==> config.mk <==
export PLATFORM = sky130hd
export DESIGN_NAME = proc_clk_ctrl
export DESIGN_NICKNAME = d
export VERILOG_FILES = /design/src/rtl/proc_clk_ctrl.sv
export SDC_FILE = /design/constraint.sdc
export NUM_CORES = 1
export LEC_CHECK = 0
export CAP_MARGIN = 20
export CORE_MARGIN = 2
export CORE_UTILIZATION = 46
export CTS_CLUSTER_SIZE = 24
export DETAILED_ROUTE_END_ITERATION = 12
export GPL_TIMING_DRIVEN = 0
export HOLD_SLACK_MARGIN = 0.03
export PLACE_DENSITY = 0.85
export SKIP_LAST_GASP = 1
export SLEW_MARGIN = 20
export SYNTH_ARGS = -nofsm -noshare
export SYNTH_HDL_FRONTEND = slang
export SYNTH_SLANG_ARGS = --single-unit
==> constraint.sdc <==
create_clock -name clk -period 4.5 [get_ports clk]
set_input_delay 0.675 -clock clk [delete_from_list [all_inputs] [get_ports clk]]
set_output_delay 0.675 -clock clk [all_outputs]
set_load 0.05 [all_outputs]
==> src/rtl/proc_clk_ctrl.sv <==
// Processor clock-enable controller: divides clk into proc_ce and freezes it while any stall channel requests.
// Define PROC_CLK_PERF_EN to build the ce_count / stall_count performance counters.

module proc_clk_ack_lane (
  input  logic clk,
  input  logic rst_n,
  input  logic req,
  output logic ack
);
  always_ff @(posedge clk) begin
    if (!rst_n) ack <= 1'b0;
    else        ack <= req;
  end
endmodule

module proc_clk_ctrl #(
  parameter int DIV           = 1,
  parameter int NUM_STALL     = 2,
  parameter int RESUME_CYCLES = 1,
  parameter int STALL_TIMEOUT = 1024
) (
  input  logic                 clk,
  input  logic                 rst_n,
  input  logic [NUM_STALL-1:0] stall_req,
  output logic                 proc_ce,
  output logic [NUM_STALL-1:0] stall_ack,
  output logic                 stall_active,
  output logic                 stall_timeout,
  output logic [31:0]          ce_count,
  output logic [31:0]          stall_count
);
  localparam int            DW       = (DIV > 1) ? $clog2(DIV) : 1;
  localparam logic [DW-1:0] DIV_LAST = DW'(DIV - 1);
  localparam logic [3:0]    RES_LAST = 4'((RESUME_CYCLES > 0) ? RESUME_CYCLES - 1 : 0);
  localparam logic [16:0]   TMO_LIM  = 17'(STALL_TIMEOUT);

  typedef enum logic [1:0] {RUN, STALL, RESUME} state_t;

  state_t        state, state_nxt;
  logic [DW-1:0] div_cnt, div_nxt;
  logic [3:0]    res_cnt, res_nxt;
  logic [15:0]   tmo_cnt;
  logic [16:0]   tmo_inc;
  logic          ce_nxt, tmo_hit, any_req;

  assign any_req      = |stall_req;
  assign stall_active = (state != RUN);
  assign tmo_inc      = {1'b0, tmo_cnt} + 17'd1;
  assign tmo_hit      = (state == STALL) && (tmo_inc >= TMO_LIM);

  // Acks simply follow requests one cycle later; proc_ce is masked by the same requests.
  for (genvar i = 0; i < NUM_STALL; i++) begin : g_lane
    proc_clk_ack_lane u_lane (
      .clk   (clk),
      .rst_n (rst_n),
      .req   (stall_req[i]),
      .ack   (stall_ack[i])
    );
  end

  always_comb begin
    state_nxt = state;
    div_nxt   = div_cnt;
    res_nxt   = res_cnt;
    ce_nxt    = 1'b0;
    case (state)
      RUN: begin
        div_nxt = (div_cnt == DIV_LAST) ? '0 : div_cnt + 1'b1;
        ce_nxt  = (div_cnt == DIV_LAST) && !any_req;
        if (any_req) state_nxt = STALL;
      end
      STALL: begin
        if (!any_req) begin
          div_nxt = '0;
          res_nxt = '0;
          state_nxt = (RESUME_CYCLES == 0) ? RUN : RESUME;
        end
      end
      RESUME: begin
        if (any_req) begin
          state_nxt = STALL;
          res_nxt   = '0;
        end else if (res_cnt == RES_LAST) begin
          state_nxt = RUN;
          res_nxt   = '0;
          div_nxt   = '0;
        end else begin
          res_nxt = res_cnt + 1'b1;
        end
      end
      default: state_nxt = RUN;
    endcase
  end

  always_ff @(posedge clk) begin
    if (!rst_n) begin
      state         <= RUN;
      div_cnt       <= '0;
      res_cnt       <= '0;
      tmo_cnt       <= '0;
      proc_ce       <= 1'b0;
      stall_timeout <= 1'b0;
    end else begin
      state   <= state_nxt;
      div_cnt <= div_nxt;
      res_cnt <= res_nxt;
      proc_ce <= ce_nxt;
      // Saturates so a very long stall cannot wrap back under the limit.
      if (state == STALL) begin
        if (tmo_cnt != 16'hFFFF) tmo_cnt <= tmo_cnt + 16'd1;
      end else begin
        tmo_cnt <= '0;
      end
      if (tmo_hit) stall_timeout <= 1'b1;
    end
  end

`ifdef PROC_CLK_PERF_EN
  // ce_count tracks pulses as they are issued, so it matches proc_ce on the same cycle.
  always_ff @(posedge clk) begin
    if (!rst_n) begin
      ce_count    <= '0;
      stall_count <= '0;
    end else begin
      ce_count <= ce_count + {31'd0, ce_nxt};
      if (state == STALL) stall_count <= stall_count + 32'd1;
    end
  end
`else
  assign ce_count    = 32'h0;
  assign stall_count = 32'h0;
`endif

endmodule

==> impl_summary.log, run 1 <==
[metrics] number of hold buffers added after cts: 0
[metrics] global router's overall resource usage: 0.134
[metrics] part of the power in combinational logic: 0.307
[metrics] number of buffers added on ports: 8
[metrics] proportion of synthesized area in mux cells: 0.0178
[metrics] peak clock frequency supported by timing: 0.395 GHz
[metrics] Die Area: 0.00433 mm^2
[metrics] average instance area after synthesis: 8.29 um^2
[metrics] fraction of the mapped netlist area in adder cells: 0.0214
[metrics] type of the setup path with the least slack: flop to flop
[metrics] fin nets: 295
[metrics] aggregate negative setup slack: 0 ps
[metrics] area of the multi-input gates: 927 um^2
[metrics] highest net fanout along the worst path: 6
[metrics] worst endpoint data arrival time: 2690 ps
[metrics] buffers from clock root to sink, at most: 2
[metrics] remaining antenna violation count after routing: 0
[metrics] worst-case reg-to-reg path depth: 6
[metrics] kind of start point of the critical path: flop
[metrics] vias after detailed routing: 1344
[metrics] DIE HEIGHT: 65.8 um
[metrics] data required time at the worst endpoint: 4650 ps
[metrics] Synth Register Bits: 26
[metrics] Routed WL: 2.79 mm
[metrics] worst skew pair latency: 270 ps
[metrics] RSZ-0062 raised after global routing: no
[metrics] Slew @ Worst Pin: 797 ps
[metrics] power dissipated by switching net loads: 0.216 mW
[metrics] number of levels the H-tree was split into: 1
[metrics] final worst clock skew: 3.06 ps
[metrics] width of the chip: 65.8 um
[metrics] Synthesis Warnings: 0
[metrics] fraction of the cycle the final worst path needs: 0.563
[metrics] R2R Path Start: tmo_cnt[0]
[metrics] Final Instance Area: 0.00220 mm^2
[metrics] cell row count: 22
[metrics] Worst Hold Path EP: res_cnt[3]
[metrics] synthesized-area fraction occupied by and/or/nand/nor cells: 0.191
[metrics] area growth from synthesis to layout: 25.5%
[metrics] delay of the slowest critical-path stage: 510 ps
[metrics] Filler cells: 342
[metrics] area of the mapped netlist: 0.00176 mm^2
[metrics] worst reg2reg path endpoint: stall_timeout
[metrics] final cell count without fillers: 335
[metrics] main combinational cell family by area after synthesis: buffers and inverters
[metrics] worst setup slack for register-to-register paths: 1970 ps
[metrics] Max Cap Violations: 0
[metrics] core outline area: 0.00366 mm^2
[metrics] post-synthesis cell type with the largest combined area: sky130_fd_sc_hd__dfxtp_1
[metrics] Power Internal: 0.401 mW
[metrics] Worst Path Buf+Inv: 0
[metrics] cell type group with the largest total delay on the critical path: simple AND/OR/NAND/NOR gates
[metrics] Placed Instance Area: 0.00213 mm^2
[metrics] Initial Utilization: 0.480
[metrics] first-pass GRT wire length: 4.57 mm
[metrics] compound-gate portion of the synthesized area: 0.106
[metrics] leading cell type in the layout, fill and taps excluded: sky130_fd_sc_hd__buf_4
[metrics] Max transition margin: 0.462
[metrics] number of inserted diodes: 0
[metrics] share of layout cells above drive strength 1: 0.272
[metrics] buffer type at the clock tree root: sky130_fd_sc_hd__clkbuf_8
[metrics] final routed DRC violation total: 0
[metrics] total congestion overflow after global routing: 0
[metrics] Post-Place Setup Slack: 2010 ps
[metrics] IO Count: 73
[metrics] proportion of total power due to net switching: 0.350
[metrics] worst IR drop on VDD: 0.107 mV
[metrics] cell-by-cell trace of the critical path: ha_1 -> nand3_1 -> nor3_1 -> mux2_2 -> o41ai_1 -> or3b_2
[metrics] number of gates resized after CTS: 0
[metrics] final worst path period need: 2530 ps
[metrics] sequential cell area fraction in the yosys report: 0.296
[metrics] clock tree from TritonCTS: yes
[metrics] biggest area contributors in the synthesized netlist: sky130_fd_sc_hd__dfxtp_1 (30%), sky130_fd_sc_hd__buf_4 (28%), sky130_fd_sc_hd__xor2_1 (4.5%), sky130_fd_sc_hd__nor2_1 (3.8%), sky130_fd_sc_hd__nand2_1 (2.8%)
[metrics] worst hold path type: flop to flop
[metrics] number of antenna violations at the first check in global routing: 0
[metrics] Detailed Place HPWL: 2.20 mm
[metrics] Setup Fix Bufs, Post-CTS: 0
[metrics] detailed-route vias per instance: 4.01
[metrics] most frequent cells in the layout: sky130_fd_sc_hd__buf_4 (66), sky130_fd_sc_hd__conb_1 (64), sky130_fd_sc_hd__dfxtp_1 (26)
[metrics] outcome: finished, final reports clean
[metrics] Post-Place Cells: 331
[metrics] count of final max-slew check failures: 0
[metrics] first-pass iteration count of the detailed router: 4
[metrics] power share of the sequential group: 0.380
[metrics] TritonCTS buffer count: 3
[metrics] Worst Setup Slack, final: 1970 ps
[metrics] cell with the largest stage delay on the worst path: sky130_fd_sc_hd__nor3_1
[metrics] fraction of synthesized cell area in xor and xnor cells: 0.0548
[metrics] DRC marker count from the first detailed-route iteration: 53
[metrics] leakage: 1.08 nW
[metrics] start point of the worst hold path: res_cnt[3]
[metrics] synth unique cells: 40
[metrics] Worst Hold Depth: 2
[metrics] Sink Count: 26
[metrics] area share of the largest cell type after synthesis: 0.296
[metrics] footprint of the flip-flops and latches: 520 um^2
[metrics] kind of end point of the critical path: flop
[metrics] number of hold violations in the final report: 0
[metrics] clock share of power: 0.313
[metrics] total power after layout: 0.616 mW
[metrics] # setup viols final: 0
[metrics] Mapped Cells: 212
[metrics] power per standard cell area: 280 mW/mm^2
[metrics] vias in the first global route: 1136
[metrics] final routed wire length divided by cell count: 8.34 um
[metrics] Clk pin slew, worst setup/hold paths: 90 ps
[metrics] RD Place Congestion: 0.839
[metrics] maximum number of pins on one net before global-route repair: 16
[sequential cells by signal, summed over array words and instances, names as in the netlist]
register           flops
res_cnt                4
g_lane.u_lane.ack      2
proc_ce                1
stall_timeout          1
state                  2
tmo_cnt               16
[layer usage]
metal / wire [um] / vias up / track usage
met5: 0 / - / 0
met4: 27 / 0 / 0.0625
met3: 212 / 2 / 0.0204
met2: 1340 / 46 / 0.239
met1: 1210 / 570 / 0.157
li1: - / 726 / -
[worst register-to-register path: stages, from the launching register on]
cell and delay [ps]:
sky130_fd_sc_hd__dfxtp_1 390, sky130_fd_sc_hd__ha_1 290, sky130_fd_sc_hd__nand3_1 150, sky130_fd_sc_hd__nor3_1 510
sky130_fd_sc_hd__mux2_2 400, sky130_fd_sc_hd__o41ai_1 220, sky130_fd_sc_hd__or3b_2 470
[cell usage after synthesis]
| cell | count |
|---|---|
| sky130_fd_sc_hd__nor2b_1 | 5 |
| sky130_fd_sc_hd__buf_2 | 1 |
| sky130_fd_sc_hd__xnor2_1 | 2 |
| sky130_fd_sc_hd__or2_0 | 1 |
| sky130_fd_sc_hd__a31oi_1 | 2 |
| sky130_fd_sc_hd__a21boi_0 | 2 |
| sky130_fd_sc_hd__a21oi_1 | 3 |
| sky130_fd_sc_hd__and2_1 | 5 |
| sky130_fd_sc_hd__and4_1 | 1 |
| sky130_fd_sc_hd__a211oi_2 | 1 |
| sky130_fd_sc_hd__buf_6 | 1 |
| sky130_fd_sc_hd__nand3_1 | 5 |
| sky130_fd_sc_hd__a211oi_1 | 2 |
| sky130_fd_sc_hd__o211ai_1 | 4 |
| sky130_fd_sc_hd__conb_1 | 1 |
| sky130_fd_sc_hd__inv_1 | 4 |
| sky130_fd_sc_hd__clkbuf_1 | 5 |
| sky130_fd_sc_hd__nand2_1 | 13 |
| sky130_fd_sc_hd__or2_2 | 1 |
| sky130_fd_sc_hd__mux2_2 | 1 |
| sky130_fd_sc_hd__buf_4 | 66 |
| sky130_fd_sc_hd__o41ai_1 | 1 |
| sky130_fd_sc_hd__o2111ai_1 | 3 |
| sky130_fd_sc_hd__and3_2 | 1 |
| sky130_fd_sc_hd__ha_1 | 3 |
| sky130_fd_sc_hd__nor2_1 | 18 |
| sky130_fd_sc_hd__o21ai_0 | 7 |
| sky130_fd_sc_hd__dfxtp_1 | 26 |
| sky130_fd_sc_hd__nand4_2 | 1 |
| sky130_fd_sc_hd__o21a_1 | 1 |
| sky130_fd_sc_hd__or3_1 | 2 |
| sky130_fd_sc_hd__o311ai_0 | 1 |
| sky130_fd_sc_hd__nand3b_1 | 2 |
| sky130_fd_sc_hd__nor4b_1 | 3 |
| sky130_fd_sc_hd__nor4_1 | 1 |
| sky130_fd_sc_hd__nor3_1 | 3 |
| sky130_fd_sc_hd__nand4_1 | 1 |
| sky130_fd_sc_hd__mux2i_1 | 2 |
| sky130_fd_sc_hd__or3b_2 | 1 |
| sky130_fd_sc_hd__xor2_1 | 9 |
[layout make-up]
| cell class | count | area share |
|---|---|---|
| plain buffers | 73 | 0.241 |
| clock buffers | 3 | 0.0187 |
| clock inverters | 1 | 0.0136 |
| inverters | 4 | 0.00681 |
| multi-input cells | 172 | 0.421 |
| flip-flops and latches | 26 | 0.236 |
| well taps | 48 | 0.0272 |
| repair buffers | 8 | 0.0363 |
[cells by family (layout without fill, tap and decap cells)]
| family | count (synthesis) | after routing |
|---|---|---|
| buf+inv | 77 | 89 |
| simple gates | 64 | 64 |
| compound gates | 27 | 27 |
| flops | 26 | 26 |
| xor+xnor | 11 | 11 |
| fa+ha+maj | 3 | 3 |
| mux | 3 | 3 |
| other cells | 1 | 64 |
[power by group through the flow]
stage               logic (mW)  registers [mW]  clock network, mW
detailed placement       0.187           0.240                  0
floorplan                0.176           0.240                  0
global route             0.197           0.235              0.206
CTS                      0.187           0.234              0.195
finish                   0.189           0.234              0.193
global placement         0.187           0.240                  0
[worst max path at each step]
| stage | startpoint | endpoint | slack (ps) | depth (start not counted) |
|---|---|---|---|---|
| final | tmo_cnt[0] | stall_timeout | 1970 | 6 |
| after global routing | tmo_cnt[0] | stall_timeout | 1830 | 6 |
| after CTS | tmo_cnt[0] | stall_timeout | 1990 | 6 |
| after detailed placement | tmo_cnt[0] | stall_timeout | 2010 | 6 |
| after global placement | tmo_cnt[0] | stall_timeout | 1980 | 6 |
| after floorplan | tmo_cnt[0] | stall_timeout | 2270 | 6 |
[per-stage QoR]
step / hold slack, ps / util
6_report: 503 / 0.602
5_1_grt: 539 / 0.602
4_1_cts: 509 / 0.602
3_5_place_dp: 495 / 0.583
3_3_place_gp: 481 / 0.583
2_1_floorplan: 461 / -
(Power assumes the default switching activity.)
==> run 2, diff against run 1 <==
Settings changed: CORE_UTILIZATION 46 to 43, PLACE_DENSITY 0.85 to 0.8.
Clock period 4.5 ns to 2.58 ns, I/O delays scaled along.
==> run 2 against run 1 <==
  * Clock-buffer cell count is 1 higher
  * Clock skew is 0.73 ps lower
  * Final area is 0.40% lower
  * Sequential share of layout area increased by 0.094 points
  * Global-route usage fell by 1.2 points
  * Combinational power increased by 75%
  * Routed wire length up 0.57%
  * Via count down 0.67%
  * Critical path depth is the same
  * Critical path type unchanged
  * Largest cell class unchanged
==> impl_summary.log, run 2 (synthesis results as in run 1) <==
[metrics] vias after detailed routing: 1335 (-0.67%)
[metrics] power per standard cell area: 455 mW/mm^2 (+63%)
[metrics] Clk pin slew, worst setup/hold paths: 90 ps (about the same)
[metrics] IO Count: 73 (unchanged)
[metrics] fin nets: 295 (unchanged)
[metrics] number of levels the H-tree was split into: 1 (unchanged)
[metrics] buffer type at the clock tree root: sky130_fd_sc_hd__clkbuf_8
[metrics] Worst Path Buf+Inv: 0 (unchanged)
[metrics] remaining antenna violation count after routing: 0 (unchanged)
[metrics] RSZ-0062 raised after global routing: no
[metrics] first-pass GRT wire length: 4.35 mm (-4.8%)
[metrics] Largest register FFs: 16 (unchanged)
[metrics] Initial Utilization: 0.442 (-0.0375)
[metrics] TritonCTS buffer count: 3 (unchanged)
[metrics] detailed-route vias per instance: 3.96 (-1.3%)
[metrics] number of gates resized after CTS: 0 (unchanged)
[metrics] Detailed Place HPWL: 2.21 mm (+0.34%)
[metrics] Routed WL: 2.81 mm (+0.57%)
[metrics] cell with the largest stage delay on the worst path: sky130_fd_sc_hd__or3b_2
[metrics] Max Cap Violations: 0 (unchanged)
[metrics] cell type group with the largest total delay on the critical path: simple AND/OR/NAND/NOR gates
[metrics] worst-case reg-to-reg path depth: 6 (unchanged)
[metrics] DIE HEIGHT: 67.9 um (+3.2%)
[metrics] cell-by-cell trace of the critical path: ha_1 -> nand3_1 -> nor3_2 -> mux2_2 -> o41ai_1 -> or3b_2
[metrics] delay of the slowest critical-path stage: 470 ps (-40 ps)
[metrics] DRC marker count from the first detailed-route iteration: 27 (-49%)
[metrics] final routed wire length divided by cell count: 8.34 um (about the same)
[metrics] start point of the worst hold path: res_cnt[3]
[metrics] clock tree from TritonCTS: yes
[metrics] power dissipated by switching net loads: 0.370 mW (+72%)
[metrics] cell row count: 23 (+4.5%)
[metrics] share of layout cells above drive strength 1: 0.275 (+0.00348)
[metrics] number of buffers added on ports: 8 (unchanged)
[metrics] outcome: finished, final reports clean
[metrics] worst IR drop on VDD: 0.363 mV (+240%)
[metrics] Setup Fix Bufs, Post-CTS: 0 (unchanged)
[metrics] largest registers in the final layout: tmo_cnt (16), res_cnt (4)
[metrics] most frequent cells in the layout: sky130_fd_sc_hd__buf_4 (66), sky130_fd_sc_hd__conb_1 (64), sky130_fd_sc_hd__dfxtp_1 (26)
[metrics] RD Place Congestion: 0.781 (-7.0%)
[metrics] R2R Path Start: tmo_cnt[0]
[metrics] leakage: 1.07 nW (-0.64%)
[metrics] worst hold path type: flop to flop
[metrics] Worst Hold Path EP: res_cnt[3]
[metrics] highest net fanout along the worst path: 6 (unchanged)
[metrics] power share of the sequential group: 0.409 (+0.029)
[metrics] final worst clock skew: 2.32 ps (-0.733 ps)
[metrics] Slew @ Worst Pin: 870 ps (+73.3 ps)
[metrics] final worst path period need: 2380 ps (-151 ps)
[metrics] worst setup slack for register-to-register paths: 200 ps (-1770 ps)
[metrics] largest register by flop count: tmo_cnt
[metrics] fraction of the cycle the final worst path needs: 0.924 (+0.360)
[metrics] buffers from clock root to sink, at most: 2 (unchanged)
[metrics] number of antenna violations at the first check in global routing: 0 (unchanged)
[metrics] number of hold buffers added after cts: 0 (unchanged)
[metrics] number of hold violations in the final report: 0 (unchanged)
[metrics] proportion of total power due to net switching: 0.371 (+0.0212)
[metrics] Worst Hold Depth: 2 (unchanged)
[metrics] core outline area: 0.00397 mm^2 (+8.5%)
[metrics] leading cell type in the layout, fill and taps excluded: sky130_fd_sc_hd__buf_4
[metrics] peak clock frequency supported by timing: 0.420 GHz (+6.3%)
[metrics] worst skew pair latency: 270 ps (about the same)
[metrics] aggregate negative setup slack: 0 ps (unchanged)
[metrics] global router's overall resource usage: 0.123 (-0.0117)
[metrics] worst reg2reg path endpoint: stall_timeout
[metrics] total congestion overflow after global routing: 0 (unchanged)
[metrics] part of the power in combinational logic: 0.331 (+0.024)
[metrics] Die Area: 0.00461 mm^2 (+6.5%)
[metrics] final routed DRC violation total: 0 (unchanged)
[metrics] worst endpoint data arrival time: 2540 ps (-150 ps)
[metrics] Max transition margin: 0.412 (-0.0495)
[metrics] total power after layout: 0.998 mW (+62%)
[metrics] count of final max-slew check failures: 0 (unchanged)
[metrics] clock share of power: 0.260 (-0.053)
[metrics] kind of end point of the critical path: flop
[metrics] area growth from synthesis to layout: 25.0%
[metrics] # setup viols final: 0 (unchanged)
[metrics] data required time at the worst endpoint: 2730 ps (-1920 ps)
[metrics] vias in the first global route: 1044 (-8.1%)
[metrics] maximum number of pins on one net before global-route repair: 15 (-1)
[metrics] Power Internal: 0.628 mW (+57%)
[metrics] type of the setup path with the least slack: flop to flop
[metrics] number of inserted diodes: 0 (unchanged)
[metrics] first-pass iteration count of the detailed router: 4 (unchanged)
[metrics] Sink Count: 26 (unchanged)
[metrics] width of the chip: 67.9 um (+3.2%)
[metrics] kind of start point of the critical path: flop
-- run 2: changes by cell type in the layout (fill, tap and decap cells not counted) --
| cell | change |
|---|---|
| sky130_fd_sc_hd__clkbuf_8 | +1 |
| sky130_fd_sc_hd__nor3_1 | -1 |
| sky130_fd_sc_hd__nor3_2 | +1 |
| sky130_fd_sc_hd__bufinv_16 | -1 |
-- run 2: final cells by class --
class / count / area [um^2]
Timing Repair Buffer: 8 / 80.1
Clock buffer: 4 / 55.1
Fill cell: 357 / 1780
Buffer: 73 / 531
Tap cell: 50 / 62.6
Sequential cell: 26 / 520
Inverter: 4 / 15.0
Multi-Input combinational cell: 172 / 932
-- run 2: worst max-delay path by stage --
| stage | slack (ps) | end | startpoint | cells after the start |
|---|---|---|---|---|
| detailed placement | 50 | stall_timeout | tmo_cnt[0] | 6 |
| floorplan | 350 | stall_timeout | tmo_cnt[0] | 6 |
| global route | 9 | stall_timeout | tmo_cnt[0] | 6 |
| finish | 200 | stall_timeout | tmo_cnt[0] | 6 |
| CTS | 8 | stall_timeout | tmo_cnt[0] | 6 |
| global placement | 70 | stall_timeout | tmo_cnt[0] | 6 |
-- run 2: worst register-to-register path, delay by kind of cell, from the launching register on --
family          cells  cell delay, ps
simple gates        3             940
flops               1             390
mux                 1             380
fa+ha+maj           1             290
compound gates      1             270
-- run 2: per-stage QoR --
stage	instance area (um^2)	instances	hold WS, ps	utilization	setup slack [ps]
after floorplan	1990	275	461	-	349
after global placement	2140	333	479	0.538	72.7
after detailed placement	2140	333	484	0.538	51.8
after CTS	2190	337	497	0.552	8.34
after global routing	2200	337	541	0.553	8.96
final	2200	337	493	0.553	197
-- run 2: power groups by stage --
stage          clock (mW)  combinational [mW]  sequential, mW
5_1_grt             0.283               0.348           0.409
4_1_cts             0.266               0.327           0.409
3_5_place_dp            0               0.327           0.418
2_1_floorplan           0               0.308           0.419
3_3_place_gp            0               0.326           0.418
6_report            0.260               0.330           0.408
-- run 2: routing by layer --
layer	vias to the layer above	GRT usage	wire [um]
met5	-	0	0
met4	0	0.0225	12
met3	2	0.0395	196
met2	40	0.230	1330
met1	565	0.135	1270
li1	728	-	-
==> run 3, diff against run 2 <==
Clock period 2.58 ns to 2.25 ns, I/O delays scaled along.
==> run 3 against run 2 <==
  * Core utilization increased by 0.91 points
  * Sequential share of layout area decreased by 0.27 points
  * Via count rose by 1.6%
  * Highest routed layer unchanged
  * Clock power is 13% higher
  * Clock-buffer cell count is the same
  * Non-clock buffer count rose by 1
  * Combinational power up 15%
  * Routed wire length is 2.3% higher
  * Sequential power increased by 15%
  * Largest cell class unchanged
  * Worst hold slack about the same
  * Worst setup slack lost 69 ps
  * Final area grew 1.7%
==> impl_summary.log, run 3 (synthesis results as in run 1) <==
[metrics] Max Cap Violations: 0 (unchanged)
[metrics] first-pass GRT wire length: 4.40 mm (+1.3%)
[metrics] outcome: finished, final reports clean
[metrics] global router's overall resource usage: 0.124 (+0.00142)
[metrics] most frequent cells in the layout: sky130_fd_sc_hd__buf_4 (67), sky130_fd_sc_hd__conb_1 (64), sky130_fd_sc_hd__dfxtp_1 (24)
[metrics] final worst path period need: 2120 ps (-261 ps)
[metrics] delay of the slowest critical-path stage: 460 ps (about the same)
[metrics] Post-Place Cells: 333 (unchanged)
[metrics] data required time at the worst endpoint: 2400 ps (-330 ps)
[metrics] vias in the first global route: 1055 (+1.1%)
[metrics] number of buffers added on ports: 8 (unchanged)
[metrics] aggregate negative setup slack: 0 ps (unchanged)
[metrics] Max transition margin: 0.453 (+0.0402)
[metrics] cell with the largest stage delay on the worst path: sky130_fd_sc_hd__or3b_2
[metrics] type of the setup path with the least slack: flop to flop
[metrics] worst-case reg-to-reg path depth: 6 (unchanged)
[metrics] final routed DRC violation total: 0 (unchanged)
[metrics] Die Area: 0.00461 mm^2 (unchanged)
[metrics] final worst clock skew: 1.33 ps (-0.997 ps)
[metrics] share of layout cells above drive strength 1: 0.292 (+0.0164)
[metrics] leading cell type in the layout, fill and taps excluded: sky130_fd_sc_hd__buf_4
[metrics] core outline area: 0.00397 mm^2 (unchanged)
[metrics] worst endpoint data arrival time: 2270 ps (-270 ps)
[metrics] worst skew pair latency: 260 ps (about the same)
[metrics] leakage: 1.10 nW (+2.7%)
[metrics] total congestion overflow after global routing: 0 (unchanged)
[metrics] largest register by flop count: tmo_cnt
[metrics] cell row count: 23 (unchanged)
[metrics] number of antenna violations at the first check in global routing: 0 (unchanged)
[metrics] Detailed Place HPWL: 2.21 mm (unchanged)
[metrics] RD Place Congestion: 0.781 (unchanged)
[metrics] fraction of the cycle the final worst path needs: 0.943 (+0.0196)
[metrics] detailed-route vias per instance: 4.01 (+1.3%)
[metrics] vias after detailed routing: 1356 (+1.6%)
[metrics] number of hold violations in the final report: 0 (unchanged)
[metrics] final routed wire length divided by cell count: 8.51 um (+2.0%)
[metrics] buffers from clock root to sink, at most: 2 (unchanged)
[metrics] first-pass iteration count of the detailed router: 4 (unchanged)
[metrics] largest registers in the final layout: tmo_cnt (16), res_cnt (4)
[metrics] worst IR drop on VDD: 0.429 mV (+18%)
[metrics] worst hold path type: flop to flop
[metrics] DIE HEIGHT: 67.9 um (unchanged)
[metrics] IO Count: 73 (unchanged)
[metrics] minimum hold slack: 493 ps (-0.165 ps)
[metrics] maximum number of pins on one net before global-route repair: 15 (unchanged)
[metrics] RSZ-0062 raised after global routing: no
[metrics] # setup viols final: 0 (unchanged)
[metrics] cell type group with the largest total delay on the critical path: simple AND/OR/NAND/NOR gates
[metrics] kind of start point of the critical path: flop
[metrics] Initial Utilization: 0.442 (unchanged)
[metrics] Slew @ Worst Pin: 811 ps (-59.6 ps)
[metrics] Routed WL: 2.88 mm (+2.3%)
[metrics] Largest register FFs: 16 (unchanged)
[metrics] width of the chip: 67.9 um (unchanged)
[metrics] kind of end point of the critical path: flop
[metrics] Worst Path Buf+Inv: 0 (unchanged)
[metrics] buffer type at the clock tree root: sky130_fd_sc_hd__clkbuf_8
[metrics] power per standard cell area: 512 mW/mm^2 (+13%)
[metrics] remaining antenna violation count after routing: 0 (unchanged)
[metrics] clock tree from TritonCTS: yes
[metrics] highest net fanout along the worst path: 6 (unchanged)
[metrics] cell-by-cell trace of the critical path: ha_4 -> nand3_1 -> nor3_4 -> mux2_2 -> o41ai_2 -> or3b_2
[metrics] number of levels the H-tree was split into: 1 (unchanged)
[metrics] count of final max-slew check failures: 0 (unchanged)
[metrics] fin nets: 296 (+0.34%)
[metrics] final cell count without fillers: 338 (+0.30%)
[metrics] Worst Hold Depth: 2 (unchanged)
[metrics] final core utilization: 0.562 (+0.00914)
[metrics] total power after layout: 1.14 mW (+14%)
[metrics] Sink Count: 26 (unchanged)
[metrics] area growth from synthesis to layout: 27.1%
[metrics] DRC marker count from the first detailed-route iteration: 30 (+11%)
[metrics] peak clock frequency supported by timing: 0.471 GHz (+12%)
[metrics] Worst path depth: 6 (unchanged)
[metrics] number of inserted diodes: 0 (unchanged)
[metrics] Clk pin slew, worst setup/hold paths: 80 ps (about the same)
[metrics] TritonCTS buffer count: 3 (unchanged)
run 3: layout make-up:
| type | count | area [um^2] |
|---|---|---|
| Multi-Input combinational cell | 172 | 958 |
| Buffer | 73 | 531 |
| Tap cell | 50 | 62.6 |
| Fill cell | 350 | 1740 |
| Timing Repair Buffer | 9 | 87.6 |
| Sequential cell | 26 | 523 |
| Inverter | 4 | 15.0 |
| Clock buffer | 4 | 55.1 |
run 3: per-stage QoR:
step                      setup WS (ps)  cell area (um^2)
after global routing               26.8              2230
after global placement             -257              2140
after floorplan                    19.0              1990
after detailed placement           -278              2140
after CTS                          24.9              2220
final                               128              2230
run 3: where the power goes:
part / leakage (nW) / internal [mW] / switching [mW]
Clock: 0.0288 / 0.156 / 0.138
Sequential: 0.211 / 0.466 / 0.00387
Combinational: 0.864 / 0.0990 / 0.280
run 3: per-layer routing:
metal	GRT usage	share of wire
met1	0.137	0.44
met5	0	0
met4	0.0225	0.0042
met3	0.0395	0.070
met2	0.234	0.48
run 3: path summary, 6_finish.rpt:
check	startpoint	endpoint	slack [ps]
setup / recovery	tmo_cnt[0]	stall_timeout	130
hold / removal	res_cnt[3]	res_cnt[3]	490
setup reg to reg	tmo_cnt[0]	stall_timeout	130
hold reg to reg	res_cnt[3]	res_cnt[3]	490
run 3: worst min-delay path, stage by stage, from the launching register on:
cell and delay, ps:
sky130_fd_sc_hd__dfxtp_1 320, sky130_fd_sc_hd__o21ai_0 60, sky130_fd_sc_hd__a21boi_0 70
run 3: repair_timing:
action,4_1_cts,5_1_grt
gates resized for setup,4,3
setup endpoints to repair,1,1
hold buffers,0,0
buffers inserted,1,0
hold endpoints to repair,0,0
pin swaps,1,0
